File: config.mk
export PLATFORM = sky130hd
export DESIGN_NAME = soc_spram_arb
export DESIGN_NICKNAME = d
export VERILOG_FILES = /design/src/rtl/soc_rr_arb.sv /design/src/rtl/soc_spram_arb.sv
export SDC_FILE = /design/constraint.sdc
export NUM_CORES = 1
export LEC_CHECK = 0
export ABC_CLOCK_PERIOD_IN_PS = 2009
export CAP_MARGIN = 30
export CORE_AREA = 3 3 87 89
export DETAILED_ROUTE_END_ITERATION = 16
export DIE_AREA = 0 0 90 92
export DONT_BUFFER_PORTS = 1
export SETUP_SLACK_MARGIN = 0.15
export SLEW_MARGIN = 0
export SYNTH_ARGS = -nofsm -noshare
export SYNTH_HDL_FRONTEND = slang
export SYNTH_SLANG_ARGS = --single-unit
File: constraint.sdc
create_clock -name clk -period 2.01 [get_ports clk]
set_input_delay 0.201 -clock clk [delete_from_list [all_inputs] [get_ports clk]]
set_output_delay 0.201 -clock clk [all_outputs]
set_load 0.02 [all_outputs]
File: src/rtl/soc_rr_arb.sv
// soc_rr_arb: round-robin one-hot grant selector.
// Search starts one past the last granted index and wraps modulo N.
module soc_rr_arb #(
    parameter int N   = 2,
    parameter int LGW = 1
) (
    input  logic [N-1:0]   i_req,
    input  logic [LGW-1:0] i_last,
    output logic [N-1:0]   o_gnt
);

    logic           w_found;
    logic [LGW-1:0] w_idx;

    // walk indices last+1 .. last+N, first requester wins
    always_comb begin
        o_gnt   = '0;
        w_found = 1'b0;
        w_idx   = '0;
        for (int k = 1; k <= N; k++) begin
            w_idx = LGW'((int'(i_last) + k) % N);
            if (!w_found && i_req[w_idx]) begin
                o_gnt[w_idx] = 1'b1;
                w_found      = 1'b1;
            end
        end
    end

endmodule

File: src/rtl/soc_spram_arb.sv
// soc_spram_arb: N-port round-robin arbiter in front of a single SPRAM.
// ISSUE drives the SPRAM combinationally; COMPLETE acks one cycle later.
module soc_spram_arb #(
    parameter int N_PORTS = 2,
    parameter int AW      = 14
) (
    input  logic                  clk,
    input  logic                  rst_n,
    input  logic [N_PORTS*AW-1:0] req_addr,
    input  logic [N_PORTS*32-1:0] req_wdata,
    input  logic [N_PORTS*4-1:0]  req_wmsk,
    input  logic [N_PORTS-1:0]    req_we,
    input  logic [N_PORTS-1:0]    req_valid,
    output logic [N_PORTS-1:0]    req_ack,
    output logic [31:0]           req_rdata,
    output logic [AW-1:0]         spram_addr,
    output logic [31:0]           spram_wdata,
    output logic [3:0]            spram_wmsk,
    output logic                  spram_we,
    input  logic [31:0]           spram_rdata
);

    localparam int LGW = (N_PORTS > 2) ? 2 : 1;

    logic [LGW-1:0]     r_last;
    logic [N_PORTS-1:0] r_cmp_gnt;

    logic [N_PORTS-1:0] w_req;
    logic [N_PORTS-1:0] w_gnt;
    logic [LGW-1:0]     w_gidx;
    logic               w_any;
    logic               w_we;
    logic [AW-1:0]      w_addr;
    logic [31:0]        w_wdata;
    logic [3:0]         w_wmsk;

    // the port being acked still holds valid; keep it out of this round
    assign w_req = rst_n ? (req_valid & ~r_cmp_gnt) : '0;

    soc_rr_arb #(
        .N   (N_PORTS),
        .LGW (LGW)
    ) u_arb (
        .i_req  (w_req),
        .i_last (r_last),
        .o_gnt  (w_gnt)
    );

    // route the granted port's command onto the SPRAM bus
    always_comb begin
        w_any   = 1'b0;
        w_gidx  = '0;
        w_we    = 1'b0;
        w_addr  = '0;
        w_wdata = '0;
        w_wmsk  = '0;
        for (int i = 0; i < N_PORTS; i++) begin
            if (w_gnt[i]) begin
                w_any   = 1'b1;
                w_gidx  = LGW'(i);
                w_we    = req_we[i];
                w_addr  = req_addr[i*AW +: AW];
                w_wdata = req_wdata[i*32 +: 32];
                w_wmsk  = req_wmsk[i*4 +: 4];
            end
        end
    end

    assign spram_addr  = w_addr;
    assign spram_wdata = w_wdata;
    assign spram_wmsk  = w_any ? w_wmsk : 4'h0;
    assign spram_we    = w_any & w_we;

    // COMPLETE stage and round-robin pointer
    always_ff @(posedge clk) begin
        if (!rst_n) begin
            r_cmp_gnt <= '0;
            r_last    <= LGW'(N_PORTS - 1);
        end else begin
            r_cmp_gnt <= w_gnt;
            if (w_any) begin
                r_last <= w_gidx;
            end
        end
    end

    assign req_ack   = r_cmp_gnt & {N_PORTS{rst_n}};
    assign req_rdata = spram_rdata;

endmodule

==> flow_metrics.env, run 1 <==
export IMPL_area_delta_synth_final_pct=-15.17
export IMPL_grt_max_degree=53
export IMPL_switching_power_uw=214.3
export IMPL_rsz0062_at_grt="no"
export IMPL_ys_seq_area_share_pct=6.068
export IMPL_drtPass1Iterations=4
export IMPL_clkTransAtPathRegs_ns=0.03
export IMPL_start_util_pct=14.49
export IMPL_path_max_fanout=52
export IMPL_ys_ff_latch=3
export IMPL_cts_tree="done"
export IMPL_powerDensity_nw_per_um2=593.9
export IMPL_clockPowerShare_pct=35.6
export IMPL_antenna_left=0
export IMPL_insertedDiodeCount=0
export IMPL_worstMarginPinSlew_ns=0.2655
export IMPL_ir_drop_uv=414.2
export IMPL_grt_first_pass_wirelength_um=4050
export IMPL_min_period_ns=1.696
export IMPL_antenna_found_initial=0
export IMPL_grt_pass1_vias=730
export IMPL_relSlewSlack_pct=82.22
export IMPL_postCtsSetupRepairBufs=0
export IMPL_placed_area_um2=794.5
export IMPL_min_period_over_period_pct=84.39
export IMPL_grt_use_total_pct=6.255
export IMPL_p_sw_share_pct=42.98
export IMPL_fp_dieW_um=90
export IMPL_max_freq_mhz=589.5
export IMPL_coreArea_um2=6832
export IMPL_cts_root_buf="clkbuf_8"
export IMPL_setup_violations=0
export IMPL_overflow=0
export IMPL_cp_arrival_ns=1.50
export IMPL_p_int_uw=284.3
export IMPL_p_leak_uw=0.0003080
export IMPL_comb_power_share_pct=50.8
export IMPL_final_nets=209
export IMPL_power_frac_seq_pct=13.6
export IMPL_place_gp_congestion=0.7582
export IMPL_drt_initial_drc_count=38
export IMPL_finalClockSkew_ns=0.001042
export IMPL_ys_warn_count=0
export IMPL_maxCapViolCount=0
export IMPL_io_buffers=0
export IMPL_synth_avg_cell_area_um2=9.337
export IMPL_cts_resized_gates=0
export IMPL_io_pins=223
export IMPL_synth_cell_type_count=13
export IMPL_ctsHoldBuffers=0
export IMPL_clk_latency_ns=0.22
export IMPL_netlist_instances=106
export IMPL_hold_viol_final=0
export IMPL_drc=0
export IMPL_dieHeight_um=92
export IMPL_die_area_um2=8280
export IMPL_tns_ns=0
export IMPL_fin_total_pwr_uw=498.6
export IMPL_syn_nets=244
export IMPL_wl_per_cell_um=19.41
export IMPL_numCtsBuffers=3
export IMPL_start_kind="flop"
export IMPL_vias_per_cell=4.873
export IMPL_syn_area_um2=989.7
export IMPL_wirelength_um=3222
export IMPL_min_delay_path_class="in2reg"
export IMPL_status="finished, final reports clean"
export IMPL_rows=30
export IMPL_cts_path_max_buffers=2
export IMPL_drive_above_1_share_pct=20.00
export IMPL_drv_slew=0
export IMPL_clock_sinks=3
export IMPL_required_ns=1.81
export IMPL_crit_path_end_kind="primary output"
export IMPL_design_area_um2=839.6
export IMPL_dr_total_vias=809
export IMPL_htreeDepth=1
export IMPL_worstSetupPathType="reg2out"
==> final cells by class <==
| cell class | instances | area [um2] |
|---|---|---|
| Fill cell | 771 | 5992 |
| Clock buffer | 4 | 45.04 |
| Multi-Input combinational cell | 60 | 566.8 |
| Tap cell | 96 | 120.1 |
| Sequential cell | 3 | 60.06 |
| Timing Repair Buffer | 3 | 47.55 |
==> logic make-up (layout without fill, tap and decap cells) <==
logic type / after synthesis / in the layout / synth area share [%]
buf+inv: 43 / 7 / 36.79
compound gates: 52 / 52 / 49.18
simple gates: 8 / 8 / 7.964
flops: 3 / 3 / 6.069
==> critical path, stage by stage, from the launching register on <==
cell	delay [ns]
dfxtp_1	0.34
nand3b_1	0.11
and4b_2	0.25
buf_12	0.22
a22o_1	0.31
==> registers in the layout, summed over array words and instances, names as in the netlist <==
signal	count
r_last	1
r_cmp_gnt	2
==> synthesized netlist by cell type, drive strengths merged <==
library cell	n	area share, %
a21oi	1	0.51
nand2	1	0.38
and2	2	1.3
dfxtp	3	6.1
nand2b	1	1.4
buf	43	37
nor3b	2	3.2
a22o	51	49
and4b	1	1.0
nand3b	1	0.76
==> layout by cell type, fill, tap and decap left out, drive strengths merged <==
cell type and count:
nand2b 1, nand2 1, buf 3, nor3b 2, clkbuf 4, and4b 1
a22o 51, and2 2, dfxtp 3, nand3b 1, a21oi 1
==> through the flow <==
| stage | setup slack [ns] | utilization (%) | hold slack [ns] | instances |
|---|---|---|---|---|
| detailed placement | 0.5507 | 11.63 | 0.2724 | 162 |
| finish | 0.3138 | 12.29 | 0.05108 | 166 |
| global placement | 0.6101 | 11.63 | 0.2664 | 162 |
| global route | 0.2429 | 12.29 | 0.05930 | 166 |
| CTS | 0.3030 | 12.29 | 0.04678 | 166 |
| floorplan | 0.6190 | - | 0.2629 | 106 |
==> power groups by stage <==
stage | clock (uW) | sequential [uW] | combinational, uW
6_report | 178 | 68.0 | 253
5_1_grt | 191 | 68.3 | 267
2_1_floorplan | 0 | 67.8 | 344
3_5_place_dp | 0 | 68.7 | 256
3_3_place_gp | 0 | 68.2 | 254
4_1_cts | 182 | 68.0 | 256
==> path summary, 6_finish.rpt <==
path	endpoint	slack, ns	depth (start not counted)	from
worst min-delay path	r_last	0.05	1	rst_n
worst max-delay path	spram_addr[2]	0.31	4	r_cmp_gnt[0]
worst min register to register	r_last	0.52	2	r_last
worst max register to register	r_cmp_gnt[0]	0.97	3	r_cmp_gnt[0]
==> per-layer routing <==
metal | global-route usage [%] | vias to the layer above | routed length [um]
met4 | 3.316 | 0 | 80
met3 | 2.215 | 18 | 391
met1 | 6.726 | 370 | 1060
li1 | - | 310 | -
met5 | 0 | - | 0
met2 | 10.77 | 111 | 1689
Note: power is estimated with default switching activity, not from simulation.
==> run 2, diff against run 1 <==
--- a/config.mk
+++ b/config.mk
@@ -5,7 +5,7 @@
 export SDC_FILE = /design/constraint.sdc
 export NUM_CORES = 1
 export LEC_CHECK = 0
-export ABC_CLOCK_PERIOD_IN_PS = 2009
+export ABC_CLOCK_PERIOD_IN_PS = 1610
 export CAP_MARGIN = 30
 export CORE_AREA = 3 3 87 89
 export DETAILED_ROUTE_END_ITERATION = 16
==> constraint.sdc (replaced) <==
create_clock -name clk -period 1.61 [get_ports clk]
set_input_delay 0.161 -clock clk [delete_from_list [all_inputs] [get_ports clk]]
set_output_delay 0.161 -clock clk [all_outputs]
set_load 0.02 [all_outputs]
==> run 2 against run 1 <==
The run now ends with negative setup slack left; sequential cell count is the same; worst setup slack lost 0.34 ns; first-iteration DRC count shrank 50%; clock-buffer cell count is the same; sequential power grew 25%; critical path depth is the same; global-route usage grew 0.10 points; worst hold slack lost 0.040 ns; sequential share of layout area shrank 0.77 points; die area is the same; cell count grew 2.4%; wire length grew 15%.
==> flow_metrics.env, run 2 (synthesis gave the netlist of run 1 again) <==
export IMPL_top_regs="r_cmp_gnt x2, r_last x1"
export IMPL_worstMarginPinSlew_ns=0.2665
export IMPL_drtPass1Iterations=4
export IMPL_dieHeight_um=92
export IMPL_antenna_left=0
export IMPL_regMostFlops="r_cmp_gnt"
export IMPL_relSlewSlack_pct=82.16
export IMPL_power_frac_seq_pct=12.8
export IMPL_p_sw_share_pct=41.70
export IMPL_status="complete, but fails checks"
export IMPL_worst_r2r_setup_slack_ns=0.47
export IMPL_clk_latency_ns=0.22
export IMPL_htreeDepth=1
export IMPL_final_common_cell="a22o_2"
export IMPL_worstHoldStart="rst_n"
export IMPL_clkTransAtPathRegs_ns=0.03
export IMPL_io_buffers=0
export IMPL_drt_initial_drc_count=19
export IMPL_hold_viol_final=0
export IMPL_grt_max_degree=53
export IMPL_wl_per_cell_um=21.81
export IMPL_switching_power_uw=277.8
export IMPL_cts_tree="done"
export IMPL_design_area_um2=960.9
export IMPL_cts_root_buf="clkbuf_8"
export IMPL_numCtsBuffers=3
export IMPL_antenna_found_initial=0
export IMPL_wirelength_um=3707
export IMPL_finalClockSkew_ns=0.001088
export IMPL_setup_ws_ns=-0.02224
export IMPL_io_pins=223
export IMPL_max_freq_mhz=612.7
export IMPL_final_cell_mix="25 x a22o_2, 21 x a22o_1, 5 x a22o_4"
export IMPL_dr_total_vias=810
export IMPL_ctsHoldBuffers=0
export IMPL_ir_drop_uv=523.6
export IMPL_setup_violations=19
export IMPL_start_util_pct=14.49
export IMPL_powerDensity_nw_per_um2=693.4
export IMPL_place_gp_congestion=0.7582
export IMPL_placed_area_um2=794.5
export IMPL_path_max_fanout=26
export IMPL_whs_path_depth=1
export IMPL_tns_ns=-0.2931
export IMPL_p_leak_uw=0.0003619
export IMPL_fin_total_pwr_uw=666.3
export IMPL_seq_area_um2=61.31
export IMPL_grt_pass1_vias=735
export IMPL_whs_endpoint="r_last"
export IMPL_rr_worst_depth=4
export IMPL_die_area_um2=8280
export IMPL_reg2reg_from="r_cmp_gnt[0]"
export IMPL_final_nets=213
export IMPL_cts_path_max_buffers=2
export IMPL_required_ns=1.45
export IMPL_overflow=0
export IMPL_fp_dieW_um=90
export IMPL_start_kind="flop"
export IMPL_drv_slew=0
export IMPL_clockPowerShare_pct=33.3
export IMPL_crit_path_end_kind="primary output"
export IMPL_grt_use_total_pct=6.359
export IMPL_worstSetupPathType="reg2out"
export IMPL_p_int_uw=388.5
export IMPL_rsz0062_at_grt="yes"
export IMPL_rr_endpoint="r_cmp_gnt[1]"
export IMPL_cp_arrival_ns=1.47
export IMPL_drive_above_1_share_pct=60.81
export IMPL_vias_per_cell=4.765
export IMPL_drc=0
export IMPL_maxCapViolCount=0
export IMPL_finalHoldWorstSlack_ns=0.01139
export IMPL_clock_sinks=3
export IMPL_insertedDiodeCount=0
export IMPL_min_delay_path_class="in2reg"
export IMPL_grt_first_pass_wirelength_um=4153
export IMPL_comb_power_share_pct=53.9
export IMPL_min_period_over_period_pct=101.4
export IMPL_largest_reg_flops=2
export IMPL_rows=30
export IMPL_min_period_ns=1.632
export IMPL_coreArea_um2=6832
export IMPL_area_delta_synth_final_pct=-2.908
export IMPL_nFillCells=776
export IMPL_violations="negative setup slack"
export IMPL_multi_input_area_um2=609.3
export IMPL_postLayoutCoreUtil_pct=14.07
## run 2: repair_timing
action,4_1_cts,5_1_grt
pin swaps,0,5
resized for setup,10,21
buffers inserted,0,1
endpoints found under the setup margin,51,51
gates cloned,0,3
## run 2: area by class of cell
class | instances | area share (%)
clock buffer | 4 | 4.687
timing repair buffer | 7 | 13.02
multi-input combinational | 60 | 63.41
tap | 96 | 12.50
sequential | 3 | 6.380
## run 2: critical path, cell delays in order (launching register included)
cell and delay, ns:
dfxtp_2 0.33, nand3b_1 0.11, and4b_4 0.34, buf_12 0.19, a22o_1 0.27
## run 2: worst max-delay path by stage
stage / cells past startpoint / slack, ns / from / to
after floorplan: 4 / 0.26 / r_cmp_gnt[0] / spram_addr[0]
after global placement: 4 / 0.25 / r_cmp_gnt[0] / spram_wdata[31]
after detailed placement: 4 / 0.19 / r_cmp_gnt[0] / spram_addr[13]
after CTS: 4 / -0.02 / r_cmp_gnt[0] / spram_addr[13]
after global routing: 4 / -0.07 / r_last / spram_wdata[20]
final: 4 / -0.02 / r_cmp_gnt[0] / spram_wdata[9]
## run 2: routing by layer
layer / track usage [%] / routed length [um] / vias to the layer above
li1: - / - / 318
met1: 6.922 / 1334 / 372
met2: 10.89 / 1908 / 106
met3: 2.215 / 392 / 14
met4: 3.316 / 72 / 0
met5: 0 / 0 / -
## run 2: power groups by stage
stage / Clock, uW / Combinational (uW) / Sequential [uW]
final: 222 / 359 / 85.2
after floorplan: 0 / 429 / 84.7
after CTS: 228 / 324 / 85.2
after detailed placement: 0 / 319 / 85.7
after global placement: 0 / 317 / 85.1
after global routing: 238 / 378 / 85.6
## run 2: through the flow
step	setup WS, ns	cells
global placement	0.2501	162
detailed placement	0.1907	162
finish	-0.02224	170
global route	-0.07311	170
CTS	-0.02291	166
floorplan	0.2590	106
==> run 3, diff against run 2 <==
--- a/config.mk
+++ b/config.mk
@@ -11,8 +11,9 @@
 export DETAILED_ROUTE_END_ITERATION = 16
 export DIE_AREA = 0 0 90 92
 export DONT_BUFFER_PORTS = 1
+export GPL_TIMING_DRIVEN = 0
 export SETUP_SLACK_MARGIN = 0.15
-export SLEW_MARGIN = 0
+export SLEW_MARGIN = 5
 export SYNTH_ARGS = -nofsm -noshare
 export SYNTH_HDL_FRONTEND = slang
 export SYNTH_SLANG_ARGS = --single-unit
==> run 3 against run 2 <==
The flow still finishes with violations (negative setup slack); sequential power grew 2%; worst hold slack better by 0.0074 ns; via count is 17% higher; power increased by 38%; combinational power is 71% higher; global-route usage is 2.3 points higher; largest cell class unchanged.
==> flow_metrics.env, run 3 (synthesis gave the netlist of run 1 again) <==
export IMPL_status="complete, but fails checks"
export IMPL_violations="negative setup slack"
export IMPL_max_freq_mhz=612.2
export IMPL_cpMostUsedCell="buf_12"
export IMPL_max_stage_delay_ns=0.31
export IMPL_worstSetupPathType="reg2out"
export IMPL_overflow=0
export IMPL_io_pins=223
export IMPL_setup_violations=44
export IMPL_dieHeight_um=92
export IMPL_coreArea_um2=6832
export IMPL_cts_path_max_buffers=2
export IMPL_fin_total_pwr_uw=919.1
export IMPL_ir_drop_uv=639.7
export IMPL_final_common_cell="a22o_4"
export IMPL_start_util_pct=14.49
export IMPL_maxCapViolCount=0
export IMPL_finalClockSkew_ns=0.001013
export IMPL_worstHoldStart="rst_n"
export IMPL_io_buffers=0
export IMPL_place_gp_congestion=0.6946
export IMPL_powerDensity_nw_per_um2=549.4
export IMPL_min_delay_path_class="in2reg"
export IMPL_drive_above_1_share_pct=92.11
export IMPL_path_max_fanout=10
export IMPL_clk_latency_ns=0.22
export IMPL_final_nets=253
export IMPL_drc=0
export IMPL_relSlewSlack_pct=85.78
export IMPL_regMostFlops="r_cmp_gnt"
export IMPL_dr_total_vias=949
export IMPL_largest_reg_flops=2
export IMPL_fp_dieW_um=90
export IMPL_cts_root_buf="clkbuf_8"
export IMPL_insertedDiodeCount=0
export IMPL_reg2reg_from="r_cmp_gnt[0]"
export IMPL_grt_use_total_pct=8.671
export IMPL_grt_pass1_vias=1017
export IMPL_antenna_left=0
export IMPL_die_area_um2=8280
export IMPL_min_period_ns=1.634
export IMPL_crit_chain="nand3b_1 -> and4b_1 -> buf_12 -> buf_12 -> a22o_4"
export IMPL_hold_viol_final=0
export IMPL_postLayoutCoreUtil_pct=24.49
export IMPL_area_delta_synth_final_pct=69.03
export IMPL_wl_per_cell_um=20.34
export IMPL_cts_tree="done"
export IMPL_critical_path_slowest_cell="dfxtp_2"
export IMPL_cp_arrival_ns=1.47
export IMPL_nFillCells=721
export IMPL_start_kind="flop"
export IMPL_grt_first_pass_wirelength_um=5830
export IMPL_drt_initial_drc_count=19
export IMPL_wirelength_um=4271
export IMPL_top_regs="r_cmp_gnt x2, r_last x1"
export IMPL_drv_slew=0
export IMPL_vias_per_cell=4.519
export IMPL_final_cell_mix="49 x a22o_4, 34 x buf_4, 6 x buf_12"
export IMPL_grt_max_degree=11
export IMPL_dp_hpwl_um=3508
export IMPL_rows=30
export IMPL_numCtsBuffers=3
export IMPL_worstMarginPinSlew_ns=0.2131
export IMPL_setup_ws_ns=-0.02351
export IMPL_drtPass1Iterations=4
export IMPL_crit_path_start="r_cmp_gnt[0]"
export IMPL_p_leak_uw=0.0007985
export IMPL_htreeDepth=1
export IMPL_clkTransAtPathRegs_ns=0.03
export IMPL_rsz0062_at_grt="yes"
export IMPL_required_ns=1.45
export IMPL_min_period_over_period_pct=101.5
export IMPL_antenna_found_initial=0
export IMPL_clock_sinks=3
export IMPL_crit_path_end_kind="primary output"
## run 3: cell types whose count changed in the layout (fill, tap and decap cells not counted), moves of 2 or more
| cell | before | now |
|---|---|---|
| clkbuf_16 | 2 | 0 |
| a22o_2 | 25 | 1 |
| a22o_1 | 21 | 1 |
| buf_12 | 3 | 6 |
| buf_6 | 0 | 4 |
| buf_4 | 2 | 34 |
| buf_8 | 0 | 2 |
| a22o_4 | 5 | 49 |
## run 3: per-stage QoR
stage	setup WS [ns]	area, um2	instances	TNS [ns]	hold WS [ns]
after floorplan	0.2590	989.7	106	0	0.2229
after global placement	-0.02471	1110	202	-0.2035	0.2288
after detailed placement	-0.03760	1110	202	-0.3628	0.2404
after CTS	-0.02729	1667	210	-0.8648	0.01820
after global routing	-0.06050	1673	210	-2.395	0.02030
final	-0.02351	1673	210	-0.6025	0.01883
## run 3: worst paths after layout
check,endpoint,cells after the start,slack [ns]
min,r_last,1,0.02
max reg2reg,r_cmp_gnt[1],4,0.52
min reg2reg,r_last,2,0.50
max,spram_wdata[17],5,-0.02
## run 3: repair_timing
item | in CTS | in global routing
resized for setup | 77 | 1
cloned | 1 | 0
setup buffers | 3 | 0
endpoints found under the setup margin | 51 | 51
pin swaps | 51 | 0
hold buffers | 0 | 0
## run 3: routing by layer
metal	share of wire (%)	track usage [%]	vias up
li1	-	-	400
met1	28	8.305	427
met2	58	16.86	118
met3	13	3.692	4
met4	0.70	2.296	0
met5	0	0	-
## run 3: layout make-up
type	count	area (um2)	share of cell area (%)
timing repair buffer	4	62.56	3.740
sequential	3	62.56	3.740
tap	96	120.1	7.180
buffer	43	415.4	24.83
clock buffer	4	45.04	2.693
multi-input combinational	60	967.2	57.82
## run 3: worst max-delay path, delay by kind of cell (launching register included)
family | cells | cell delay [ns]
AND/OR/NAND/NOR | 2 | 0.36
flip-flops | 1 | 0.31
buffers and inverters | 2 | 0.31
AO/OA/AOI/OAI | 1 | 0.27
## run 3: power breakdown
| group | total, uW | switching (uW) | leakage (uW) | internal (uW) |
|---|---|---|---|---|
| Sequential | 86.9 | 5.54 | 0.0000250 | 81.4 |
| Clock | 218 | 49.3 | 0.0000228 | 169 |
| Combinational | 614 | 321 | 0.000751 | 293 |
| Total | 919 | 376 | 0.000799 | 543 |
